## src/rtl/act_fetch_rsp_pkg.sv

```systemverilog
// Shared types and helpers for the activation fetch responder.
package act_fetch_rsp_pkg;

    localparam int ACT_WIDTH_DEF  = 64;
    localparam int ADDR_WIDTH_DEF = 12;

    typedef enum logic [1:0] {
        ST_IDLE  = 2'd0,
        ST_RUN   = 2'd1,
        ST_DRAIN = 2'd2,
        ST_DONE  = 2'd3
    } rsp_state_e;

    // Ceiling log2, used to size occupancy counters.
    function automatic int c_log_2(input int n);
        int r;
        r = 0;
        for (int i = 0; i < 31; i++) begin
            if ((1 << i) < n) r = i + 1;
        end
        return r;
    endfunction

endpackage

```

## src/rtl/act_fetch_rsp_fifo.sv

```systemverilog
// Response FIFO: DEPTH x WIDTH, head is read combinationally, count exported.
module act_rsp_fifo
    import act_fetch_rsp_pkg::*;
#(
    parameter int WIDTH = ACT_WIDTH_DEF,
    parameter int DEPTH = 4
) (
    input  logic                      clk,
    input  logic                      rst_n,
    input  logic                      wr_en_i,
    input  logic [WIDTH-1:0]          wr_dat_i,
    input  logic                      rd_en_i,
    output logic [WIDTH-1:0]          rd_dat_o,
    output logic [c_log_2(DEPTH):0]   cnt_o
);
    localparam int AW = c_log_2(DEPTH);
    localparam int CW = AW + 1;

    logic [WIDTH-1:0] mem_q [DEPTH];
    logic [AW-1:0]    wr_ptr_q;
    logic [AW-1:0]    rd_ptr_q;
    logic [CW-1:0]    cnt_q;

    // Data array carries no reset; only pointers and count define validity.
    always_ff @(posedge clk) begin
        if (wr_en_i) mem_q[wr_ptr_q] <= wr_dat_i;
    end

    // Pointer and occupancy bookkeeping.
    always_ff @(posedge clk or negedge rst_n) begin
        if (!rst_n) begin
            wr_ptr_q <= '0;
            rd_ptr_q <= '0;
            cnt_q    <= '0;
        end else begin
            if (wr_en_i) wr_ptr_q <= wr_ptr_q + AW'(1);
            if (rd_en_i) rd_ptr_q <= rd_ptr_q + AW'(1);
            cnt_q <= cnt_q + CW'(wr_en_i) - CW'(rd_en_i);
        end
    end

    assign rd_dat_o = mem_q[rd_ptr_q];
    assign cnt_o    = cnt_q;

endmodule

```

## src/rtl/act_fetch_rsp.sv

```systemverilog
// Activation fetch responder: turns fetch pulses into GLB reads and returns
// one word per request, buffering read latency and consumer stalls.
//
// state | meaning
// IDLE  | waiting for TOP_Sta
// RUN   | accepting requests, issuing reads under credit control
// DRAIN | all reads issued, waiting for pipe and FIFO to empty
// DONE  | one-cycle completion pulse
module act_fetch_rsp
    import act_fetch_rsp_pkg::*;
#(
    parameter int ACT_WIDTH  = ACT_WIDTH_DEF,
    parameter int ADDR_WIDTH = ADDR_WIDTH_DEF,
    parameter int RD_LAT     = 2,
    parameter int DEPTH      = 4
) (
    input  logic                  clk,
    input  logic                  rst_n,
    input  logic                  TOP_Sta,
    input  logic [ADDR_WIDTH-1:0] CFG_BaseAddr,
    input  logic [ADDR_WIDTH-1:0] CFG_NumAct,
    input  logic                  CTRLACT_PlsFetch,
    input  logic                  CTRLACT_Rdy,
    output logic                  CTRLACT_GetAct,
    output logic [ACT_WIDTH-1:0]  CTRLACT_Act,
    output logic                  GLB_ActRdEn,
    output logic [ADDR_WIDTH-1:0] GLB_ActRdAddr,
    input  logic [ACT_WIDTH-1:0]  GLB_ActRdDat,
    output logic                  ACTRSP_Busy,
    output logic                  ACTRSP_Done,
    output logic                  ACTRSP_Err
);
    localparam int CW = c_log_2(DEPTH) + 1;
    localparam int NW = ADDR_WIDTH + 1;
    localparam logic [CW:0] DEPTH_C = (CW+1)'(DEPTH);

    rsp_state_e            state_q, state_d;
    logic [ADDR_WIDTH-1:0] addr_q, addr_d;
    logic [NW-1:0]         remain_q, remain_d;
    logic [NW-1:0]         pend_q, pend_d;
    logic [CW-1:0]         inflight_q, inflight_d;
    logic [RD_LAT-1:0]     pipe_q, pipe_d;
    logic                  rd_en_q, rd_en_d;
    logic [ADDR_WIDTH-1:0] rd_addr_q, rd_addr_d;
    logic                  get_q, get_d;
    logic [ACT_WIDTH-1:0]  act_q, act_d;
    logic                  err_q, err_d;
    logic                  busy_q, done_q;

    logic                  start, req, req_ok, issue, proto_err;
    logic                  wr, pop_fifo, bypass, fifo_wr, fifo_empty;
    logic [ADDR_WIDTH-1:0] cur_addr;
    logic [NW-1:0]         cur_rem, cur_pend, pend_avail;
    logic [CW:0]           credit;
    logic [CW-1:0]         fifo_cnt;
    logic [ACT_WIDTH-1:0]  fifo_rdat;

    // Request accounting, credit-gated issue, delivery and next state.
    // An accepted TOP_Sta is treated like a RUN-state request against freshly
    // loaded counters, so its read issues on the very next cycle.
    always_comb begin
        start      = (state_q == ST_IDLE) && TOP_Sta;
        cur_addr   = start ? CFG_BaseAddr : addr_q;
        cur_rem    = start ? (NW'(CFG_NumAct) + NW'(1)) : remain_q;
        cur_pend   = start ? '0 : pend_q;
        req        = start || ((state_q == ST_RUN) && CTRLACT_PlsFetch);
        req_ok     = req && (cur_pend < cur_rem);
        pend_avail = cur_pend + NW'(req_ok);

        wr         = pipe_q[RD_LAT-1];
        fifo_empty = (fifo_cnt == '0);
        pop_fifo   = !fifo_empty && CTRLACT_Rdy;
        bypass     = fifo_empty && wr && CTRLACT_Rdy;
        fifo_wr    = wr && !bypass;

        // A pop this cycle frees its slot for an issue decided this cycle.
        credit = (CW+1)'(inflight_q) + (CW+1)'(fifo_cnt) - (CW+1)'(pop_fifo);
        issue  = (start || (state_q == ST_RUN)) && (pend_avail != '0)
                 && (credit < DEPTH_C);

        pend_d     = pend_avail - NW'(issue);
        remain_d   = cur_rem - NW'(issue);
        addr_d     = issue ? (cur_addr + ADDR_WIDTH'(1)) : cur_addr;
        rd_en_d    = issue;
        rd_addr_d  = issue ? cur_addr : rd_addr_q;
        inflight_d = inflight_q + CW'(issue) - CW'(wr);

        pipe_d    = '0;
        pipe_d[0] = rd_en_q;
        for (int i = 1; i < RD_LAT; i++) pipe_d[i] = pipe_q[i-1];

        get_d = pop_fifo || bypass;
        act_d = act_q;
        if (pop_fifo)    act_d = fifo_rdat;
        else if (bypass) act_d = GLB_ActRdDat;

        proto_err = 1'b0;
        if (req && !req_ok) proto_err = 1'b1;
        if (CTRLACT_PlsFetch && ((state_q == ST_DRAIN) || (state_q == ST_DONE)
            || ((state_q == ST_IDLE) && !TOP_Sta))) proto_err = 1'b1;
        if (TOP_Sta && (state_q != ST_IDLE)) proto_err = 1'b1;
        err_d = start ? 1'b0 : (err_q || proto_err);

        state_d = state_q;
        case (state_q)
            ST_IDLE:  if (start) state_d = (remain_d == '0) ? ST_DRAIN : ST_RUN;
            ST_RUN:   if (issue && (remain_d == '0)) state_d = ST_DRAIN;
            // Waiting one extra cycle on get_q places Done two cycles after
            // the last delivered word.
            ST_DRAIN: if ((inflight_q == '0) && fifo_empty && !get_q) state_d = ST_DONE;
            ST_DONE:  state_d = ST_IDLE;
            default:  state_d = ST_IDLE;
        endcase
    end

    // FSM, counters, read pipe and registered outputs.
    always_ff @(posedge clk or negedge rst_n) begin
        if (!rst_n) begin
            state_q    <= ST_IDLE;
            addr_q     <= '0;
            remain_q   <= '0;
            pend_q     <= '0;
            inflight_q <= '0;
            pipe_q     <= '0;
            rd_en_q    <= 1'b0;
            rd_addr_q  <= '0;
            get_q      <= 1'b0;
            act_q      <= '0;
            err_q      <= 1'b0;
            busy_q     <= 1'b0;
            done_q     <= 1'b0;
        end else begin
            state_q    <= state_d;
            addr_q     <= addr_d;
            remain_q   <= remain_d;
            pend_q     <= pend_d;
            inflight_q <= inflight_d;
            pipe_q     <= pipe_d;
            rd_en_q    <= rd_en_d;
            rd_addr_q  <= rd_addr_d;
            get_q      <= get_d;
            act_q      <= act_d;
            err_q      <= err_d;
            busy_q     <= (state_d != ST_IDLE);
            done_q     <= (state_d == ST_DONE);
        end
    end

    act_rsp_fifo #(
        .WIDTH (ACT_WIDTH),
        .DEPTH (DEPTH)
    ) u_fifo (
        .clk      (clk),
        .rst_n    (rst_n),
        .wr_en_i  (fifo_wr),
        .wr_dat_i (GLB_ActRdDat),
        .rd_en_i  (pop_fifo),
        .rd_dat_o (fifo_rdat),
        .cnt_o    (fifo_cnt)
    );

    assign CTRLACT_GetAct = get_q;
    assign CTRLACT_Act    = act_q;
    assign GLB_ActRdEn    = rd_en_q;
    assign GLB_ActRdAddr  = rd_addr_q;
    assign ACTRSP_Busy    = busy_q;
    assign ACTRSP_Done    = done_q;
    assign ACTRSP_Err     = err_q;

endmodule

```

## config.mk

```make
export PLATFORM = sky130hd
export DESIGN_NAME = act_fetch_rsp
export DESIGN_NICKNAME = d
export VERILOG_FILES = /design/src/rtl/act_fetch_rsp_pkg.sv /design/src/rtl/act_fetch_rsp_fifo.sv /design/src/rtl/act_fetch_rsp.sv
export SDC_FILE = /design/constraint.sdc
export NUM_CORES = 1
export LEC_CHECK = 0
export CAP_MARGIN = 20
export CORE_ASPECT_RATIO = 1.1
export CORE_MARGIN = 1
export CORE_UTILIZATION = 25
export DETAILED_ROUTE_END_ITERATION = 10
export PLACE_DENSITY = 0.42
export SLEW_MARGIN = 20
export SYNTH_ARGS = -nofsm -noshare
export SYNTH_HDL_FRONTEND = slang
export SYNTH_SLANG_ARGS = --single-unit
```

## constraint.sdc

```tcl
create_clock -name clk -period 8.2 [get_ports clk]
set_input_delay 1.23 -clock clk [delete_from_list [all_inputs] [get_ports clk]]
set_output_delay 1.23 -clock clk [all_outputs]
set_load 0.05 [all_outputs]
```

# After elaboration in Yosys (flattened, before gate mapping)
# Memories as Yosys holds them, arrays and structs flattened.
# Index checks and enable logic that the tools add are counted.
# word_totals
n_memories,1
ff_bits,133
mem_bits_rw,256
output_inout_bits,81
input_bits,93
# memory_table
name,depth,word_bits,rd,rd_ports_with_merged_regs,wr,line_no,source
u_fifo.mem_q,4,64,1,0,1,act_fetch_rsp_fifo.sv:19,logic [WIDTH-1:0] mem_q [DEPTH];
# classes
magnitude_cmp,2
n_mux,17
reduce_logical,35
eq_ne,4
n_addsub,13
# op_table
operator,count
64-bit two-way mux,2
13-bit two-way mux,2
13-bit by 1-bit subtractor with 13-bit output,2
12-bit two-way mux,2
1-bit logical AND,16
"12-bit by 1-bit adder with 13-bit output, second input constant",1
13-bit by 1-bit adder with 13-bit output,1
13-bit logical NOT,1
13-bit less-than comparator,1
13-bit nonzero test,1
"12-bit by 1-bit adder with 12-bit output, second input constant",1
2-bit two-way mux,4
2-bit one-hot mux with 4 select lines,1
3-bit by 1-bit adder with 3-bit output,2
"2-bit == test, second input constant",3
3-bit logical NOT,2
1-bit logical OR,6
1-bit two-way mux,6
2-bit nonzero test,3
3-bit by 1-bit subtractor with 3-bit output,2
1-bit logical NOT,5
"2-bit by 1-bit adder with 2-bit output, second input constant",2
3-bit by 3-bit adder with 4-bit output,1
"4-bit by 3-bit less-than comparator with 1-bit output, second input constant",1
3 further kinds,3

# Logic depth before layout (Yosys ltp)
# depth
word_depth,15
ltp_mapped,37

# By module
# Synthesis repeated with hierarchy kept, for this count alone.
# unflattened
cells_unflattened,1137
hier_area_um2,16952.5
# by_module_without_submodules
module,cells_per_inst,area_per_inst_um2,instances
act_rsp_fifo,366,9608.0,1
act_fetch_rsp,771,7344.5,1

# Worst setup path before layout
# Ideal clock, no wire load.
# synth_timing
path_type,input to register
from,input port TOP_Sta
to,register state_q[0]
n_path_buf,8
arrival_ps,8249
t_required_ps,8080
setup_ps,120
cell_stages,36
path_slack_ps,-168
cell_sequence,buf_4 > or3b_1 > buf_6 > buf_6 > buf_6 > clkbuf_1 > clkbuf_1 > and2_1 > ha_1 > a21o_1 > a21oi_1 > nor2b_1 > o21ai_0 > nand2b_1 > a21oi_1 > o31ai_1 > a31oi_1 > nor2b_1 > ha_1 > ha_1 > nand3_1 > nor3_1 > o311ai_0 > and3_1 > a41oi_2 > buf_2 > buf_1 > ha_1 > ha_1 > o2111ai_2 > a2111oi_4 > xnor2_1 > or4b_4 > a2111oi_4 > nand2_2 > and3_1
# synth_between
elab_chain_len,13
elab_cells_between_ends,18
classes_between,add/sub (2); order compare (1); mux (6); reduce/logical (9)
# synth_lines
element,line_no,source
start: declaration,act_fetch_rsp.sv:19,"input logic TOP_Sta,"
1-bit logical AND *,act_fetch_rsp.sv:62,start = (state_q == ST_IDLE) && TOP_Sta;
13-bit two-way mux (on tied branches),"act_fetch_rsp.sv:65, act_fetch_rsp.sv:64",
13-bit less-than comparator,act_fetch_rsp.sv:67,req_ok = req && (cur_pend < cur_rem);
1-bit logical AND,act_fetch_rsp.sv:67,
13-bit by 1-bit adder with 13-bit output,act_fetch_rsp.sv:68,pend_avail = cur_pend + NW'(req_ok);
13-bit nonzero test,act_fetch_rsp.sv:78,issue = (start || (state_q == ST_RUN)) && (pend_avail != '0)
1-bit logical AND *,act_fetch_rsp.sv:78,
1-bit logical AND *,act_fetch_rsp.sv:79,&& (credit < DEPTH_C);
named net issue,act_fetch_rsp.sv:50,"logic start, req, req_ok, issue, proto_err;"
13-bit by 1-bit subtractor with 13-bit output *,act_fetch_rsp.sv:82,remain_d = cur_rem - NW'(issue);
named net remain_d[6],act_fetch_rsp.sv:39,"logic [NW-1:0] remain_q, remain_d;"
13-bit logical NOT *,"act_fetch_rsp.sv:106, act_fetch_rsp.sv:107",
2-bit two-way mux / 1-bit logical AND (equally long branches),"act_fetch_rsp.sv:106, act_fetch_rsp.sv:107",
2-bit two-way mux (on tied branches),"act_fetch_rsp.sv:106, act_fetch_rsp.sv:107",
2-bit one-hot mux with 4 select lines *,act_fetch_rsp.sv:105,case (state_q)
named net state_d[0],act_fetch_rsp.sv:37,"rsp_state_e state_q, state_d;"
end signal: assignment,act_fetch_rsp.sv:133,state_q <= state_d;
end: declaration,act_fetch_rsp.sv:37,
# The timed path passes the listed nets; every way through them passes the cells marked *.
# A chain may end at the register's enable or synchronous reset.

# Final worst setup path
# layout_timing
from,input port CFG_NumAct[1]
to,register state_q[0]
# layout_between
elab_chain_len,13
elab_cells_between_ends,15
classes_between,add/sub (3); order compare (1); mux (5); reduce/logical (6)
# layout_lines
element,line_no,source
start: declaration,act_fetch_rsp.sv:21,"input logic [ADDR_WIDTH-1:0] CFG_NumAct,"
12-bit by 1-bit adder with 13-bit output *,act_fetch_rsp.sv:64,cur_rem = start ? (NW'(CFG_NumAct) + NW'(1)) : remain_q;
13-bit two-way mux *,act_fetch_rsp.sv:64,
13-bit less-than comparator,act_fetch_rsp.sv:67,
1-bit logical AND,act_fetch_rsp.sv:67,
13-bit by 1-bit adder with 13-bit output,act_fetch_rsp.sv:68,
13-bit nonzero test,act_fetch_rsp.sv:78,
1-bit logical AND,act_fetch_rsp.sv:78,
1-bit logical AND,act_fetch_rsp.sv:79,
13-bit by 1-bit subtractor with 13-bit output *,act_fetch_rsp.sv:82,
named net remain_d[6],act_fetch_rsp.sv:39,
13-bit logical NOT *,"act_fetch_rsp.sv:106, act_fetch_rsp.sv:107",
2-bit two-way mux / 1-bit logical AND (equally long branches),"act_fetch_rsp.sv:106, act_fetch_rsp.sv:107",
2-bit two-way mux (on tied branches),"act_fetch_rsp.sv:106, act_fetch_rsp.sv:107",
2-bit one-hot mux with 4 select lines *,act_fetch_rsp.sv:105,
named net state_d[0],act_fetch_rsp.sv:37,
# Marked as above.

==> impl_metrics.ini <==
[critical_path]
crit_type = input port to flop
start_kind = input port
crit_buf_inv = 2
path_max_fanout = 6
cp_common_cell = ha_1
slowest_delay_ps = 540
crit_required_ps = 8650
endpoint_kind = flop
critPathTopFamily = simple AND/OR/NAND/NOR gates
regToRegSetupSlack_ps = 1350
slowest_stage = or4b_4
cp.arrival_ps = 7970

[cts]
post_cts_buffers = 0
clock_latency_ps = 580
h-tree-depth = 2
tritoncts = done
clkSinkCount = 389
clkTransAtPathRegs_ps = 60
cts_buffers = 47
cts_buffer_depth = 3
cts-root-buf = clkbuf_16

[timing]
drv_slew = 0
setup_viol = 0
timing.final.ws_setup_ps = 687
finalHoldViolations = 0
worst_pin_slew_ps = 971
fin_skew_ps = 21.8
whs_ps = 353
slew_headroom = 0.353
finalCriticalPeriod_ps = 7510
fin_tns_setup_ps = 0
fmax_mhz = 133
fin_crit_sh = 0.916
rsz0062_at_grt = false

[yosys]
synth-simple-area-share = 0.0721
synthTopCellsByArea = edfxtp_1 46%, dfrtp_1 20%, mux4_2 8.6%, mux2i_1 4.8%, ha_1 2.4%
yosysWarnings = 0
synth_area_leader_cell = edfxtp_1
yosysUniqueCellTypes = 66
synth-main-ff-cell = edfxtp_1
synth_enable_flop_cells = 256
yosysTopAreaCellShare = 0.460
syn_nets = 1234
syn_area_mm2 = 0.0167
avgSynthCellArea_um2 = 15.1
async_reset_ff_frac = 0.342
netlist_instances = 1107
ys_seq_elements = 389
muxShareOfSynthArea = 0.136
yosysSeqAreaShare = 0.658
synth_fa_ha_area_frac = 0.0263
synth_compound_area_frac = 0.0553
synth_top_family_by_area = multiplexers
synth_xor_area_frac = 0.0283

[finish]
fin_cells = 2207
syn2layout_area_growth_pct = 26.9
fin_nets = 1436
drive_gt1_frac = 0.157

[power]
p_seq_frac = 0.350
cellLeakagePower_nw = 7.65
powerDensity_mw_per_mm2 = 379
intPower_mw = 5.02
pwr-share-comb = 0.385
sw_frac_of_total = 0.376
switching_power_mw = 3.03
ir_worst_vdd_uv = 207
pwr-share-clk = 0.265
finalPower_mw = 8.05

[floorplan]
design.portCount = 174
die_x_um = 249
core_area_mm2 = 0.0663
row_count = 99
initial_core_util = 0.252
die_y_um = 273
die_area_mm2 = 0.0680

[drt]
drc = 0
dr_total_vias = 9755
firstDrtPassIters = 4
routed_wl_um = 41500
drt_iter0_drc = 408
vias_per_cell = 4.42
routedWlPerCell_um = 18.8
ant_nets = 0

[grt]
overflow = 0
grt_pass1_vias = 10500
antenna_found_initial = 6
grt.total_usage = 0.124
grt_first_pass_wirelength_um = 64900
grt_max_degree = 92

[flow_run]
max-cap-violations = 0

[placed_design]
gp_congestion = 0.784
dp_slack_ps = 132
place_hpwl_um = 25500
io_buffers = 173
dpl.cell_count = 2118

[worst_hold_path]
hold_path_class = flop to flop

[status]
outcome = complete, no violations
through the flow:
step / util / cell area (µm²)
floorplan: - / 16700
global placement: 0.296 / 19600
detailed placement: 0.296 / 19600
CTS: 0.320 / 21200
global route: 0.320 / 21200
finish: 0.320 / 21200
power by group through the flow:
stage	registers (mW)	clock network, mW	logic [mW]
6_report	2.82	2.13	3.10
3_5_place_dp	2.86	0	3.16
5_1_grt	2.88	2.29	3.40
3_3_place_gp	2.87	0	3.15
4_1_cts	2.83	2.22	3.18
2_1_floorplan	3.38	0	1.57
final timing paths:
path | start | endpoint | cells after the start
min reg2reg | pipe_q[0] | pipe_q[1] | 0
max in group asynchronous | rst_n | u_fifo.rd_ptr_q[0] | 3
min | pipe_q[0] | pipe_q[1] | 0
max | CFG_NumAct[1] | state_q[0] | 31
min in group asynchronous | rst_n | remain_q[12] | 1
max reg2reg | state_q[0] | state_q[0] | 29
cell type report:
| class | count | area [µm²] |
|---|---|---|
| Sequential cell | 389 | 11000 |
| Tap cell | 858 | 1070 |
| Inverter | 40 | 150 |
| Multi-Input combinational cell | 623 | 5370 |
| Clock inverter | 34 | 373 |
| Timing Repair Buffer | 208 | 2010 |
| Clock buffer | 54 | 1230 |
| Fill cell | 6532 | 45000 |
| Antenna cell | 1 | 2.50 |
flip-flops by register name, summed over array words and instances, names as in the netlist:
signal,cells
u_fifo.mem_q,256
CTRLACT_Act,64
pend_q,13
remain_q,13
GLB_ActRdAddr,12
addr_q,12
inflight_q,3
u_fifo.cnt_o,3
pipe_q,2
state_q,2
u_fifo.rd_ptr_q,2
u_fifo.wr_ptr_q,2
ACTRSP_Busy,1
ACTRSP_Done,1
ACTRSP_Err,1
CTRLACT_GetAct,1
GLB_ActRdEn,1
Yosys cell counts, types with 2 or more instances:
cell type	n
and3_1	6
nor3_1	11
buf_2	3
buf_6	5
edfxtp_1	256
nand2b_1	4
mux4_2	64
buf_1	9
xor2_1	19
nand2_1	98
nor3_2	2
o211ai_1	3
o21a_1	5
clkbuf_1	37
a211oi_1	2
dfrtp_1	133
nor4_1	14
o21ai_1	3
nand4_1	6
and4_1	4
or2_2	4
o21ai_0	77
or3_1	3
or4_1	2
a21oi_1	23
mux2i_1	80
a31oi_1	7
nand2_2	3
nand3_1	23
o311ai_0	2
inv_1	40
ha_1	32
nor2b_1	3
and2_1	15
o31ai_1	4
o22ai_1	2
a2111oi_4	2
o221ai_1	2
fa_1	2
xnor2_1	35
nor2_1	37
kinds of logic after synthesis:
group | count (synthesis)
DFF | 389
and+or+nand+nor | 243
AOI/OAI and AO/OA | 146
muxes | 146
buffers and inverters | 95
xor gates and xnor gates | 54
adders and majority gates | 34
routing by layer:
metal | part of all wire | vias up | global-route usage
met1 | 0.45 | 4921 | 0.158
li1 | - | 4579 | -
met5 | 0.0019 | - | 0
met3 | 0.055 | 68 | 0.0370
met2 | 0.47 | 175 | 0.206
met4 | 0.017 | 12 | 0.0299
worst reg2reg max path, delay by kind of cell (launching register included):
| kind | cells | cell delay [ps] |
|---|---|---|
| flip-flops | 1 | 520 |
| AND/OR/NAND/NOR | 12 | 2780 |
| AO/OA/AOI/OAI | 9 | 1780 |
| adder cells (fa/ha/maj) | 5 | 1120 |
| buffers and inverters | 2 | 420 |
| XOR/XNOR | 1 | 130 |
layout by cell type (no fill, tap or decap), types with 10 or more instances in the layout:
cell type,synthesis,routed
a21oi_1,23,23
and2_1,15,11
buf_4,1,34
clkbuf_16,0,48
clkdlybuf4s50_1,0,172
clkinv_2,0,15
dfrtp_1,133,131
edfxtp_1,256,256
ha_1,32,32
inv_1,40,40
mux2i_1,80,80
mux4_2,64,64
nand2_1,98,98
nand3_1,23,23
nor2_1,37,37
nor3_1,11,10
nor4_1,14,13
o21ai_0,77,76
xnor2_1,35,35
xor2_1,19,19
repair_timing:
item                       4_1_cts  5_1_grt
resized for setup                0        1
setup endpoints to repair        0        1
hold buffers                     0        0
No activity file was read; power rests on OpenSTA's default activity.
